===== src/rtl/alu_seq_ctrl.sv =====
// alu_seq_ctrl: batch sequencer sharing one RegFile port
// and a registered ALU: fetch, execute, write back per op.
module alu_seq_ctrl #(
  parameter int ADDR_W  = 4,
  parameter int DATA_W  = 20,
  parameter int RES_W   = 16,
  parameter int ALU_LAT = 1
) (
  input  logic              clk,
  input  logic              rst,
  input  logic              cmd_valid,
  output logic              cmd_ready,
  input  logic [ADDR_W-1:0] cmd_src,
  input  logic [ADDR_W-1:0] cmd_dst,
  input  logic [ADDR_W:0]   cmd_count,
  input  logic              abort,
  output logic              rf_rd_en,
  output logic              rf_wr_en,
  output logic [ADDR_W-1:0] rf_addr,
  output logic [DATA_W-1:0] rf_wr_data,
  input  logic [DATA_W-1:0] rf_rd_data,
  output logic [7:0]        alu_a,
  output logic [7:0]        alu_b,
  output logic [3:0]        alu_fun,
  input  logic [RES_W-1:0]  alu_out,
  output logic              mux_sel,
  output logic              busy,
  output logic              done,
  output logic [ADDR_W:0]   ops_done
);

  typedef enum logic [2:0] {
    S_IDLE, S_RD, S_RDW, S_EXEC, S_WR, S_DONE
  } state_t;

  localparam int LW =
    (ALU_LAT > 1) ? $clog2(ALU_LAT) : 1;

  state_t            r_state;
  state_t            w_next;
  logic [ADDR_W-1:0] r_src;
  logic [ADDR_W-1:0] r_dst;
  logic [ADDR_W:0]   r_rem;
  logic [ADDR_W:0]   r_ops;
  logic [LW-1:0]     r_lat;
  logic [7:0]        r_a;
  logic [7:0]        r_b;
  logic [3:0]        r_fun;
  logic              w_accept;
  logic              w_lat_end;
  logic              w_last;

  assign w_accept  = (r_state == S_IDLE) && cmd_valid;
  assign w_lat_end = (r_lat == LW'(ALU_LAT - 1));
  assign w_last    = (r_rem == (ADDR_W+1)'(1));

  // State register
  always_ff @(posedge clk) begin
    if (rst) r_state <= S_IDLE;
    else     r_state <= w_next;
  end

  // Next state and Moore-decoded strobes
  always_comb begin
    w_next     = r_state;
    cmd_ready  = 1'b0;
    rf_rd_en   = 1'b0;
    rf_wr_en   = 1'b0;
    rf_addr    = '0;
    rf_wr_data = '0;
    mux_sel    = 1'b0;
    busy       = 1'b1;
    done       = 1'b0;
    unique case (r_state)
      S_IDLE: begin
        cmd_ready = 1'b1;
        busy      = 1'b0;
        if (cmd_valid)
          w_next = (cmd_count == '0) ? S_DONE : S_RD;
      end
      S_RD: begin
        rf_rd_en = 1'b1;
        rf_addr  = r_src;
        w_next   = S_RDW;
      end
      S_RDW: w_next = S_EXEC;
      S_EXEC: begin
        mux_sel = 1'b1;
        if (w_lat_end) w_next = S_WR;
      end
      S_WR: begin
        rf_wr_en   = 1'b1;
        rf_addr    = r_dst;
        rf_wr_data = {{(DATA_W-RES_W){1'b0}}, alu_out};
        mux_sel    = 1'b1;
        w_next     = w_last ? S_DONE : S_RD;
      end
      S_DONE: begin
        done   = 1'b1;
        w_next = S_IDLE;
      end
      default: w_next = S_IDLE;
    endcase
    if (abort && r_state != S_IDLE) w_next = S_IDLE;
  end

  // Job pointers, operand latch and ALU latency counter
  always_ff @(posedge clk) begin
    if (rst) begin
      r_src <= '0;
      r_dst <= '0;
      r_rem <= '0;
      r_ops <= '0;
      r_lat <= '0;
      r_a   <= '0;
      r_b   <= '0;
      r_fun <= '0;
    end else begin
      if (w_accept) begin
        r_src <= cmd_src;
        r_dst <= cmd_dst;
        r_rem <= cmd_count;
        r_ops <= '0;
      end
      if (r_state == S_RDW) begin
        r_fun <= rf_rd_data[19:16];
        r_b   <= rf_rd_data[15:8];
        r_a   <= rf_rd_data[7:0];
      end
      if (r_state == S_EXEC) r_lat <= r_lat + 1'b1;
      else                   r_lat <= '0;
      if (r_state == S_WR) begin
        r_src <= r_src + 1'b1;
        r_dst <= r_dst + 1'b1;
        r_rem <= r_rem - 1'b1;
        r_ops <= r_ops + 1'b1;
      end
    end
  end

  assign alu_a    = r_a;
  assign alu_b    = r_b;
  assign alu_fun  = r_fun;
  assign ops_done = r_ops;

endmodule


===== config.mk =====
export PLATFORM = sky130hd
export DESIGN_NAME = alu_seq_ctrl
export DESIGN_NICKNAME = d
export VERILOG_FILES = /design/src/rtl/alu_seq_ctrl.sv
export SDC_FILE = /design/constraint.sdc
export NUM_CORES = 1
export LEC_CHECK = 0
export CAP_MARGIN = 20
export CORE_MARGIN = 5
export CORE_UTILIZATION = 41
export CTS_CLUSTER_SIZE = 28
export DETAILED_ROUTE_END_ITERATION = 10
export GPL_TIMING_DRIVEN = 0
export PLACE_DENSITY = 0.84
export SYNTH_ARGS = -nofsm -noshare
export SYNTH_HDL_FRONTEND = slang
export SYNTH_SLANG_ARGS = --single-unit

===== constraint.sdc =====
create_clock -name clk -period 1.9 [get_ports clk]
set_input_delay 0.38 -clock clk [delete_from_list [all_inputs] [get_ports clk]]
set_output_delay 0.38 -clock clk [all_outputs]
set_load 0.05 [all_outputs]

### Word level (Yosys, flattened, before mapping)

Index checks and enable logic that the tools add are counted.

| cells by class | value |
|---|---|
| add/sub/neg operators | 5 |
| eq/ne operators | 8 |
| multiplexer cells | 21 |
| bitwise operators | 1 |
| reduce and logical (&&, ||, !) cells | 10 |

Operators with widths:

| operator | count |
|---|---|
| two-way mux 5 bit | 4 |
| two-way mux 16 bit | 1 |
| two-way mux 4 bit | 4 |
| one-hot mux 3 bit (5 select lines) | 1 |
| two-way mux 3 bit | 4 |
| adder 4 x 1 -> 4 bit, second input constant | 2 |
| one-hot mux 4 bit (2 select lines) | 1 |
| == test 3 x 2 -> 1 bit, second input constant | 2 |
| == test 3 bit, second input constant | 2 |
| two-way mux 1 bit | 6 |
| OR reduction 2 bit | 3 |
| adder 5 x 1 -> 5 bit, second input constant | 1 |
| == test 5 x 1 -> 1 bit, second input constant | 1 |
| logical NOT 5 bit | 1 |
| subtractor 5 x 1 -> 5 bit, second input constant | 1 |
| != test 2 bit, second input constant | 2 |
| == test 3 x 1 -> 1 bit, second input constant | 1 |
| logical NOT 3 bit | 1 |
| nonzero test 3 bit | 1 |
| logical AND 1 bit | 2 |
| AND reduction 2 bit | 1 |
| nonzero test 2 bit | 1 |
| adder 1 bit, second input constant | 1 |
| inverter 1 bit | 1 |

| word-level totals | value |
|---|---|
| register bits | 42 |
| bits of input ports | 53 |
| output and inout bits | 55 |
| logic and storage cells | 54 |

### Longest topological paths before layout

| depth | value |
|---|---|
| depth after elaboration | 4 |
| depth in mapped cells | 6 |
| gate-level depth less buffers | 5 |

### Least setup slack after synthesis

No wires, ideal clock.

| timing path | value |
|---|---|
| kind | flip-flop to output port |
| start point | reg r_state[1] |
| end point | out rf_addr[0] |
| arrival time | 2.641 ns |
| required time | 1.520 ns |
| setup slack | -1.121 ns |
| cell stages (with the launch flop) | 5 |
| path buffers | 2 |
| cells stage by stage | dfxtp_1 > buf_2 > buf_4 > nor3b_1 > a22o_1 |

| between the ends | value |
|---|---|
| longest elaborated chain between the ends | 2 |
| elaborated cells on any way between the ends | 3 |
| classes of those cells | eq/ne: 2; mux: 1 |

RTL lines:

| what | RTL line | text |
|---|---|---|
| start: declaration | 39 | `state_t r_state;` |
| start signal: assignment | 60 | `else r_state <= w_next;` |
| == test 3 bit or == test 3 x 1 -> 1 bit (tied branches) | 74 | `unique case (r_state)` |
| one-hot mux 4 bit (2 select lines) (*) | 74 |  |
| end: declaration | 19 | `output logic [ADDR_W-1:0] rf_addr,` |

Mark *: on every way between the ends. The rest lies on a longest branch, timed or not.

### Final worst setup path

Ends and elaborated chain as after synthesis.

==> metrics.cfg <==
[setup_path]
worstSetupEndpointType=output pin
cp.arrival_ps=1530
path_cells=buf_12 -> nor3b_4 -> a22o_2 -> buf_8
crit_slowest_cell=dfxtp_4
critPathMaxFanout=9
critPathMaxStageDelay_ps=380
worst-path-buf-inv=2
required_ps=1520
critPathTopFamily=flip-flops
path_class=flip-flop to output pin
cp-start-kind=flip-flop

[synthesis]
ys_warn_count=0
syn_area_per_cell_sq_um=8.203
syn_area_sq_um=2330
syn_inst=284
synth-edff-count=0
synth.distinct_cells=45
synth.top_cell.area_share_pct=36.09
async_reset_ff_share_pct=0
synthFlopType=dfxtp_1
synth.largest_area_cell=dfxtp_1
synth_seq_cells=42
synth_area_leaders=dfxtp_1, nand2_1, a21oi_1, and2_1, mux2i_1
yosysSeqAreaShare_pct=36.09

[power]
power_w=0.002392
seq_power_share_pct=40.8
p_int_w=0.001653
powerDensity_nw_per_um2=625.0
ir_drop_uv=373.1
pwr-share-clk_pct=29.7
switching_share_pct=30.89
switchingPower_w=0.0007389
p_leak_nw=1.571
comb_power_share_pct=29.5

[clocking]
numCtsBuffers=5
root_buffer=clkbuf_8
htree_levels=2
clk_latency_ps=300
cts_tree=yes
cts.sinks=42
clkTransAtPathRegs_ps=80
hold_buffers=0
clockBufferDepth=2

[route]
vias_per_cell=5.257
final_antenna_net_count=0
drt_iter0_drc=170
drc=0
wl_um=7688
routedWlPerCell_um=15.82
dr.pass1.iters=4
vias=2555

[timing]
grt_setup_unrepaired=yes
fin_crit_sh_pct=100.3
fin_ws_ps=-5.904
setup_viol=2
finClkSkew_ps=3.611
min_period_ps=1906
worst_pin_slew_ps=539.4
slew-limit-headroom_pct=64.04
fin_hold_ws_ps=456.7
max_freq_mhz=524.7
hold_viol=0
slew_violations=0

[layout]
final_cell_mix=clkdlybuf4s50_1, nand2_1, dfxtp_1
finalCoreUtilization_pct=69.51
final_common_cell=clkdlybuf4s50_1
n_antenna_cell=0
final_nets=471
drive_gt1_share_pct=26.09
syn2layout_area_growth_pct=64.29

[place]
gp_congestion=0.8487
portBuffers=103
place_hpwl_um=5516

[floorplan]
die_area_sq_um=7290
start_util_pct=42.31
die_w_um=85.38
io_pins=108
die_h_um=85.38
core_sq_um=5507
num_rows=27

[grt]
grt_pass1_vias=2474
grt-ovfl-total=0
antenna_found_initial=0
grt_use_total_pct=20.21
grt_first_pass_wirelength_um=12100
grt_max_degree=20

[worst_hold_path]
hold_class=flip-flop to flip-flop

[run]
max_cap_viol_count=0

[status]
violations=negative setup slack
status=finished, violations left

## layer usage
layer	GRT usage (%)	routed length, um	up-vias
li1	-	-	1256
met1	24.30	3110	1189
met5	0	0	-
met3	4.563	560	14
met4	5.180	137	0
met2	36.09	3879	96
## synthesized netlist by cell type, drive strengths merged, types with 4 or more instances
| master | count |
|---|---|
| a2111oi | 6 |
| a21oi | 32 |
| a22o | 4 |
| a31oi | 4 |
| and2 | 16 |
| and3b | 7 |
| buf | 17 |
| clkbuf | 10 |
| dfxtp | 42 |
| ha | 5 |
| mux2i | 10 |
| nand2 | 44 |
| nand3 | 7 |
| nor2 | 16 |
| nor3b | 5 |
| o21ai | 11 |
| or2 | 8 |
| or3b | 5 |
| or4b | 8 |
## through the flow
stage / cells / setup TNS [ps] / setup slack (ps) / instance area, sq um
final: 486 / -9.988 / -5.904 / 3827
after global routing: 486 / -285.0 / -76.95 / 3827
after CTS: 472 / -100.2 / -53.19 / 3701
after detailed placement: 462 / -21780 / -848.2 / 3521
after global placement: 462 / -21100 / -839.5 / 3521
after floorplan: 287 / -329.2 / -91.75 / 2400
## worst min-delay path, cell delays in order, from the launching register on
cell	delay, ps
dfxtp_1	310
nand2_1	50
a21oi_1	50
## layout make-up
class                      count  area [sq um]
clock buffer                   6         72.57
clock inverter                 2         37.54
buffer                        26         183.9
inverter                       3         11.26
tap                           72         90.09
timing repair buffer         120          1181
sequential                    42         852.1
fill                         422          1679
multi-input combinational    215          1399
## power by group through the flow
stage	registers (W)	clock network (W)	logic, W
after floorplan	0.00103	0	0.000362
after global placement	0.000991	0	0.000640
after detailed placement	0.000995	0	0.000648
after CTS	0.000975	0.000719	0.000668
after global routing	0.000985	0.000755	0.000752
final	0.000976	0.000709	0.000707
## cells by family (layout without fill, tap and decap cells)
family,count (synthesis),in the layout,synth area share (%)
compound gates,67,67,17.94
fa+ha+maj,5,5,2.685
buf+inv,30,157,6.660
flops,42,42,36.09
mux,10,10,4.297
other cells,1,4,0.1610
simple gates,129,129,32.17
## flip-flops by register name, summed over array words and instances, names as in the netlist
signal / count
r_state: 3
alu_b: 8
r_dst: 4
r_lat: 1
r_rem: 5
r_src: 4
ops_done: 5
alu_a: 8
alu_fun: 4
## worst paths after layout
| check | from | to | slack [ps] | cells past startpoint |
|---|---|---|---|---|
| worst max register to register | r_state[0]$_SDFFE_PP0P_ | r_dst[3]$_SDFFE_PP0P_ | 150 | 5 |
| worst min-delay path | alu_b[0]$_SDFFE_PP0P_ | alu_b[0]$_SDFFE_PP0P_ | 460 | 2 |
| worst max-delay path | r_state[1]$_SDFFE_PP0P_ | rf_addr[0] | -6 | 4 |
| worst min register to register | alu_b[0]$_SDFFE_PP0P_ | alu_b[0]$_SDFFE_PP0P_ | 460 | 2 |
## what timing repair did
action | CTS | global route
gates resized for setup | 191 | 14
setup buffers | 3 | 13
pin swaps | 3 | 4
setup endpoints to repair | 31 | 26
gates cloned | 0 | 1
Note: power is estimated with default switching activity, not from simulation.
